===== config.mk =====
export PLATFORM = sky130hd
export DESIGN_NAME = game_ctrl_fsm
export DESIGN_NICKNAME = d
export VERILOG_FILES = /design/src/rtl/game_ctrl_fsm.sv
export SDC_FILE = /design/constraint.sdc
export NUM_CORES = 1
export LEC_CHECK = 0
export CAP_MARGIN = 20
export CORE_MARGIN = 2
export CORE_UTILIZATION = 57
export CTS_CLUSTER_DIAMETER = 80
export CTS_CLUSTER_SIZE = 10
export DETAILED_ROUTE_END_ITERATION = 10
export DONT_BUFFER_PORTS = 1
export PLACE_DENSITY = 0.72
export RECOVER_POWER = 100
export REMOVE_ABC_BUFFERS = 1
export SETUP_SLACK_MARGIN = 0.15
export SYNTH_ARGS = -nofsm -noshare
export SYNTH_HDL_FRONTEND = slang
export SYNTH_SLANG_ARGS = --single-unit

===== constraint.sdc =====
create_clock -name clk -period 3.4 [get_ports clk]
set_input_delay 0.34 -clock clk [delete_from_list [all_inputs] [get_ports clk]]
set_output_delay 0.34 -clock clk [all_outputs]
set_load 0.05 [all_outputs]

===== src/rtl/game_ctrl_fsm.sv =====
// Snake game controller: START/PLAYING/PAUSE/RESPAWN/OVER sequencing, level latch,
// per-level move_tick pacing, lives and saturating score. All outputs are registered.
module game_ctrl_fsm #(
  parameter int N_BTN       = 4,
  parameter int N_LEVEL     = 3,
  parameter int LIVES       = 3,
  parameter int TICK_BASE   = 8,
  parameter int RESPAWN_CYC = 4,
  parameter int OVER_HOLD   = 4,
  parameter int SCORE_W     = 8
) (
  input  logic                         clk,
  input  logic                         reset,
  input  logic [N_BTN-1:0]             btn,
  input  logic                         pause_btn,
  input  logic [N_LEVEL-1:0]           sw,
  input  logic                         hit_wall,
  input  logic                         hit_self,
  input  logic                         food_eaten,
  output logic [2:0]                   game_state,
  output logic [$clog2(N_LEVEL+1)-1:0] level,
  output logic [$clog2(LIVES+1)-1:0]   lives,
  output logic [SCORE_W-1:0]           score,
  output logic                         move_tick,
  output logic                         respawn
);

  localparam int LVL_W  = $clog2(N_LEVEL+1);
  localparam int LIV_W  = $clog2(LIVES+1);
  localparam int TICK_W = $clog2(TICK_BASE+1);
  localparam int RESP_W = $clog2(RESPAWN_CYC+1);
  localparam int HOLD_W = (OVER_HOLD < 1) ? 1 : $clog2(OVER_HOLD+1);

  typedef enum logic [2:0] {
    S_START = 3'd0,
    S_PLAY  = 3'd1,
    S_PAUSE = 3'd2,
    S_RESP  = 3'd3,
    S_OVER  = 3'd4
  } state_t;

  state_t              state_q, state_d;
  logic [LVL_W-1:0]    level_q, level_d;
  logic [LIV_W-1:0]    lives_q, lives_d;
  logic [SCORE_W-1:0]  score_q, score_d;
  logic [TICK_W-1:0]   tick_q, tick_d;
  logic [RESP_W-1:0]   resp_cnt_q, resp_cnt_d;
  logic [HOLD_W-1:0]   hold_cnt_q, hold_cnt_d;
  logic                move_tick_q, move_tick_d;
  logic                respawn_q, respawn_d;
  logic [N_BTN-1:0]    btn_q;
  logic                pause_q;

  logic [N_BTN-1:0]    btn_rise;
  logic                pause_rise;
  logic [LVL_W-1:0]    sw_level;
  logic [TICK_W-1:0]   tick_last;

  assign btn_rise   = btn & ~btn_q;
  assign pause_rise = pause_btn & ~pause_q;

  // Highest set switch wins; lower bits are overwritten by higher ones.
  always_comb begin
    sw_level = '0;
    for (int i = 0; i < N_LEVEL; i++) begin
      if (sw[i]) sw_level = LVL_W'(i + 1);
    end
  end

  // Period halves with each level: P = TICK_BASE >> (level-1); counter wraps at P-1.
  assign tick_last = TICK_W'((32'(TICK_BASE) >> (32'(level_q) - 32'd1)) - 32'd1);

  always_comb begin
    state_d     = state_q;
    level_d     = level_q;
    lives_d     = lives_q;
    score_d     = score_q;
    tick_d      = tick_q;
    resp_cnt_d  = resp_cnt_q;
    hold_cnt_d  = hold_cnt_q;
    move_tick_d = 1'b0;
    respawn_d   = 1'b0;
    case (state_q)
      S_START: begin
        if ((|sw) && (|btn_rise)) begin
          state_d = S_PLAY;
          level_d = sw_level;
          lives_d = LIV_W'(LIVES);
          score_d = '0;
          tick_d  = '0;
        end
      end
      S_PLAY: begin
        if (hit_wall || hit_self) begin
          if (lives_q > LIV_W'(1)) begin
            lives_d    = lives_q - LIV_W'(1);
            state_d    = S_RESP;
            respawn_d  = 1'b1;
            resp_cnt_d = '0;
          end else begin
            lives_d    = '0;
            state_d    = S_OVER;
            hold_cnt_d = '0;
          end
        end else if (pause_rise) begin
          state_d = S_PAUSE;
        end else begin
          if (food_eaten && (score_q != {SCORE_W{1'b1}})) score_d = score_q + SCORE_W'(1);
          if (tick_q == tick_last) begin
            tick_d      = '0;
            move_tick_d = 1'b1;
          end else begin
            tick_d = tick_q + TICK_W'(1);
          end
        end
      end
      S_PAUSE: begin
        if (pause_rise || (|btn_rise)) state_d = S_PLAY;
      end
      S_RESP: begin
        if (resp_cnt_q == RESP_W'(RESPAWN_CYC - 1)) begin
          state_d = S_PLAY;
          tick_d  = '0;
        end else begin
          resp_cnt_d = resp_cnt_q + RESP_W'(1);
        end
      end
      S_OVER: begin
        if (hold_cnt_q != HOLD_W'(OVER_HOLD)) begin
          hold_cnt_d = hold_cnt_q + HOLD_W'(1);
        end else if ((|btn_rise) || pause_rise) begin
          state_d = S_START;
        end
      end
      default: state_d = S_START;
    endcase
  end

  always_ff @(posedge clk or negedge reset) begin
    if (!reset) begin
      state_q     <= S_START;
      level_q     <= '0;
      lives_q     <= LIV_W'(LIVES);
      score_q     <= '0;
      tick_q      <= '0;
      resp_cnt_q  <= '0;
      hold_cnt_q  <= '0;
      move_tick_q <= 1'b0;
      respawn_q   <= 1'b0;
      btn_q       <= '0;
      pause_q     <= 1'b0;
    end else begin
      state_q     <= state_d;
      level_q     <= level_d;
      lives_q     <= lives_d;
      score_q     <= score_d;
      tick_q      <= tick_d;
      resp_cnt_q  <= resp_cnt_d;
      hold_cnt_q  <= hold_cnt_d;
      move_tick_q <= move_tick_d;
      respawn_q   <= respawn_d;
      btn_q       <= btn;
      pause_q     <= pause_btn;
    end
  end

  assign game_state = state_q;
  assign level      = level_q;
  assign lives      = lives_q;
  assign score      = score_q;
  assign move_tick  = move_tick_q;
  assign respawn    = respawn_q;

endmodule


After elaboration in Yosys (flattened, before gate mapping)
Index checks and enable logic that the tools add are counted.
{"block": "totals", "rom_bits": 0, "latch_bits": 0, "output_inout_bits": 17, "n_memories": 0, "elab_cells": 106, "register_bits": 32, "input_bits": 13, "ramBits": 0}
{"block": "classes", "n_reduce_logical": 18, "n_shift": 1, "n_div": 0, "n_addsub": 7, "n_mux": 42, "magnitude_cmp": 1, "n_bitwise": 4, "mul": 0, "eq_ne": 22}
{"op": "$mux W3", "n": 14}
{"op": "$mux W8", "n": 4}
{"op": "$shr A4 B32 Y4 const A", "n": 1}
{"op": "$ne A2 B2 Y1 const B", "n": 13}
{"op": "$mux W4", "n": 5}
{"op": "$pmux W8 S2", "n": 1}
{"op": "$pmux W3 S5", "n": 1}
{"op": "$pmux W3 S2", "n": 2}
{"op": "$pmux W4 S3", "n": 1}
{"op": "$mux W2", "n": 5}
{"op": "$reduce_and A5 Y1", "n": 2}
{"op": "$eq A3 B2 Y1 const B", "n": 3}
{"op": "$add A8 B1 Y8 const B", "n": 1}
{"op": "$mux W1", "n": 8}
{"op": "$ne A8 B8 Y1 const B", "n": 1}
{"op": "$reduce_and A4 Y1", "n": 2}
{"op": "$add A3 B1 Y3 const B", "n": 2}
{"op": "$ne A3 B3 Y1 const B", "n": 2}
{"op": "$reduce_and A6 Y1", "n": 1}
{"op": "$reduce_bool A2 Y1", "n": 3}
{"op": "$add A4 B1 Y4 const B", "n": 1}
{"op": "$and A4 B4 Y4", "n": 1}
{"op": "$eq A4 B4 Y1", "n": 1}
{"op": "$not A4 Y4", "n": 1}
{"op": "other kinds (17)", "n": 19}

Depth between registers and ports, before layout
{"block": "depth", "word_depth": 8, "mapped_depth": 7}

Worst setup path before layout
No wires, ideal clock.
{"block": "synth_path", "path_kind": "register to register", "from": "register state_q[0] (netlist: game_state[0])", "to": "register score_q[5] (netlist: score[5])", "stages_incl_launch_ff": 8, "setup_slack_ns": 1.195, "period_less_slack_ns": 2.205, "required_ns": 3.250, "arrival_time_ns": 2.055, "setup_time_ns": 0.150, "path_cell_list": "dfrtp_1 buf_2 or3b_1 buf_6 nor3_4 a32oi_2 o21ai_2 o41ai_2"}
{"block": "synth_via", "elab_chain_len": 3, "elab_cells_between_ends": 9}
{"element": "from (decl)", "line_no": "42", "source": "state_t state_q, state_d;"}
{"element": "from (signal assigned)", "line_no": "153", "source": "state_q <= state_d;"}
{"element": "$eq A3 B1 Y1 / $logic_not A3 Y1 (equally long branches)", "line_no": "83", "source": "case (state_q)"}
{"element": "$ne A2 B2 Y1 (no line) / $reduce_bool A2 Y1 (equally long branches)"}
{"element": "$reduce_and A5 Y1 (no line)"}
{"element": "to (signal assigned)", "line_no": "156", "source": "score_q <= score_d;"}
{"element": "to (decl)", "line_no": "45", "source": "logic [SCORE_W-1:0] score_q, score_d;"}
Parallel ways exist; a longest one is shown, timed or not.
A chain may end at the register's enable or synchronous reset.

Worst setup path after layout
{"block": "layout_path", "from": "register state_q[0] (netlist: game_state[0])", "to": "register score_q[4] (netlist: score[4])"}
The elaborated chain is that of the path after synthesis.

==> results.py <==
metrics = {
    "clock_tree": {
        "cts.path.max_buffers": 2,
        "cts_tree": "yes",
        "hold_buffers": 2,
        "clkTransAtPathRegs_ns": 0.10,
        "cts_resized": 0,
        "cts_post_setup_buffers_inserted": 0,
        "cts.sinks": 32,
        "cts_root_buf": "clkbuf_4",
        "cts_buffers": 5,
        "clock_latency_ns": 0.34,
        "htreeDepth": 2,
    },
    "timing": {
        "hold_viol": 0,
        "hold_ws_ns": 0.218,
        "min_period_over_period_pct": 80.8,
        "fin_crit_ns": 2.75,
        "fmax_mhz": 364,
        "finClkSkew_ns": 0.00497,
        "tightest_slew_ns": 1.67,
        "setup_viol": 0,
        "rsz0062_at_grt": "no",
        "slew_headroom_pct": -11.4,
        "drv_slew": 33,
        "setup-tns-final_ns": 0,
    },
    "critical_path": {
        "cp.required_ns": 3.60,
        "critPathCaptureType": "flop",
        "worst_path_largest_cell_delay_ns": 0.79,
        "crit_buf_inv": 0,
        "worstPathCellList": "or3b_1 > nor3_1 > a32oi_1 > o21ai_0 > o31ai_1",
        "cpMaxStageDelayCell": "dfrtp_1",
        "crit_fanout": 11,
        "critical_path.startpoint_type": "flop",
        "cp.arrival_ns": 2.95,
        "path_class": "reg2reg",
        "critPathTopFamily": "simple AND/OR/NAND/NOR gates",
    },
    "logic_synthesis": {
        "synthArstFlopShare_pct": 100,
        "ys_seq_elements": 32,
        "ys_seq_area_share_pct": 46.6,
        "synth.cell_area_um2": 1730,
        "synthCells": 180,
        "synth.distinct_cells": 44,
        "synth_ff_type": "dfrtp_1",
        "yosysWarnings": 0,
        "syn_avg_cell_area_um2": 9.59,
        "synth_edf_count": 0,
    },
    "layout": {
        "final_common_cell": "dfrtp_1",
        "layout_common_cells": "30 x dfrtp_1, 21 x nand2_1, 18 x o21ai_0",
        "finalNetCount": 211,
        "n_antenna_cell": 0,
        "drive_gt1_share_pct": 6.35,
        "final_util_pct": 65.5,
        "syn_to_final_growth_pct": 6.53,
        "num-fill-cells": 235,
    },
    "die": {
        "fp.dieH_um": 59.0,
        "die-area_um2": 3480,
        "rows": 19,
        "ios": 30,
        "core_um2": 2810,
        "start_util_pct": 61.5,
        "die-width_um": 59.0,
    },
    "global_route": {
        "grt_max_degree": 33,
        "antenna_found_initial": 0,
        "grt_pass1_wl_um": 6110,
        "grt_pass1_vias": 1380,
        "grt_usage_pct": 23.7,
        "gr-total-overflow": 0,
    },
    "outcome": {
        "failed_checks": "max-capacitance violations, max-slew violations",
        "outcome": "finished with violations",
    },
    "pwr": {
        "power_mw": 1.51,
        "powerDensity_nw_per_um2": 824,
        "ir_drop_uv": 498,
        "p_leak_nw": 0.809,
    },
    "detailed_routing": {
        "drc": 0,
        "routedWlPerCell_um": 16.6,
        "first_iter_violations": 74,
        "drt_wl_total_um": 3650,
        "ant_nets": 0,
        "drtPass1Iterations": 4,
        "dr_total_vias": 1384,
        "viasPerCell": 6.29,
    },
    "flow_run": {
        "cap_viol_max_count": 1,
    },
    "min_path": {
        "worstHoldPathType": "in2reg",
    },
    "place": {
        "portBuffers": 0,
        "routabilityCongestion": 0.838,
        "dp_hpwl_um": 2600,
    },
}
[worst reg2reg max path, delay by kind of cell (launching register included)]
family / cells / cell delay (ns)
AO/OA/AOI/OAI: 3 / 0.77
AND/OR/NAND/NOR: 2 / 1.05
flip-flops: 1 / 0.79
[where the power goes]
| group | leakage (nW) | switching [mW] | internal [mW] |
|---|---|---|---|
| Combinational | 0.362 | 0.269 | 0.188 |
| Clock | 0.0374 | 0.127 | 0.117 |
| Sequential | 0.409 | 0.337 | 0.475 |
[stage by stage]
stage | cell area, um^2 | std cells | setup slack [ns]
after floorplan | 1690 | 175 | 1.25
after global placement | 1730 | 206 | 1.10
after detailed placement | 1730 | 206 | 1.02
after CTS | 1820 | 215 | 1.01
after global routing | 1840 | 220 | 0.436
final | 1840 | 220 | 0.653
[Yosys cell counts (2+ instances only)]
cell       n  area, um^2
nor3_1     5        25.0
nand3_1   10        50.1
nor2_1    13        48.8
or3_1      2        12.5
buf_2      2        10.0
nand2b_1   6        37.5
and2b_1    2        15.0
nor2b_1    5        31.3
a21oi_1    5        25.0
inv_1      7        26.3
dfrtp_1   30         751
nand2_1   21        78.8
o21ai_0   13        65.1
o31ai_1    5        37.5
nand4_1    2        12.5
dfstp_2    2        52.6
ha_1       9         113
o21ai_1    6        30.0
a31oi_1    2        12.5
o221ai_1   2        17.5
nand3b_1   2        15.0
and2_1     2        12.5
xor2_1     3        26.3
o22ai_1    2        12.5
and3_1     2        12.5
buf_6      2        22.5
[state kept, by name, summed over array words and instances, names as in the netlist, 2 cells and up]
register / cells
tick_q: 4
hold_cnt_q: 3
lives: 2
btn_q: 4
resp_cnt_q: 3
score: 8
game_state: 3
level: 2
[cell type report]
type	instances	area (um^2)	share of cell area, %
inverters	7	26.3	1.43
multi-input cells	136	841	45.7
flip-flops and latches	32	803	43.7
repair buffers	7	63.8	3.47
clock buffers	7	65.1	3.54
well taps	31	38.8	2.11
[path summary, 6_finish.rpt]
check / startpoint / slack (ns) / cells past startpoint / end
worst max-delay path: game_state[0]$_DFFE_PN0P_ / 0.65 / 5 / score[4]$_DFFE_PN0P_
worst min-delay path: sw[2] / 0.22 / 2 / level[1]$_DFFE_PN0P_
worst max register to register: game_state[0]$_DFFE_PN0P_ / 0.65 / 5 / score[4]$_DFFE_PN0P_
worst min register to register: resp_cnt_q[0]$_DFFE_PN0P_ / 0.51 / 1 / resp_cnt_q[0]$_DFFE_PN0P_
max in group asynchronous: reset / 1.45 / 2 / btn_q[1]$_DFF_PN0_
min in group asynchronous: reset / 0.99 / 2 / score[7]$_DFFE_PN0P_
[routing by layer]
| metal | up-vias | GRT usage (%) | part of all wire (%) |
|---|---|---|---|
| met4 | 0 | 8.77 | 2.1 |
| met1 | 671 | 27.5 | 42 |
| met2 | 43 | 40.3 | 50 |
| met5 | - | 0 | 0 |
| li1 | 660 | - | - |
| met3 | 10 | 8.30 | 6.0 |
[logic make-up (layout without fill, tap and decap cells)]
group                    count (synthesis)  after routing  synth area share [%]
AND/OR/NAND/NOR                         78             78                  23.8
AO/OA/AOI/OAI                           44             44                  16.9
adder cells (fa/ha/maj)                 10             10                  7.11
flip-flops                              32             32                  46.6
XOR/XNOR                                 4              4                  2.03
buffers and inverters                   12             21                  3.63
No activity file was read; power rests on OpenSTA's default activity.
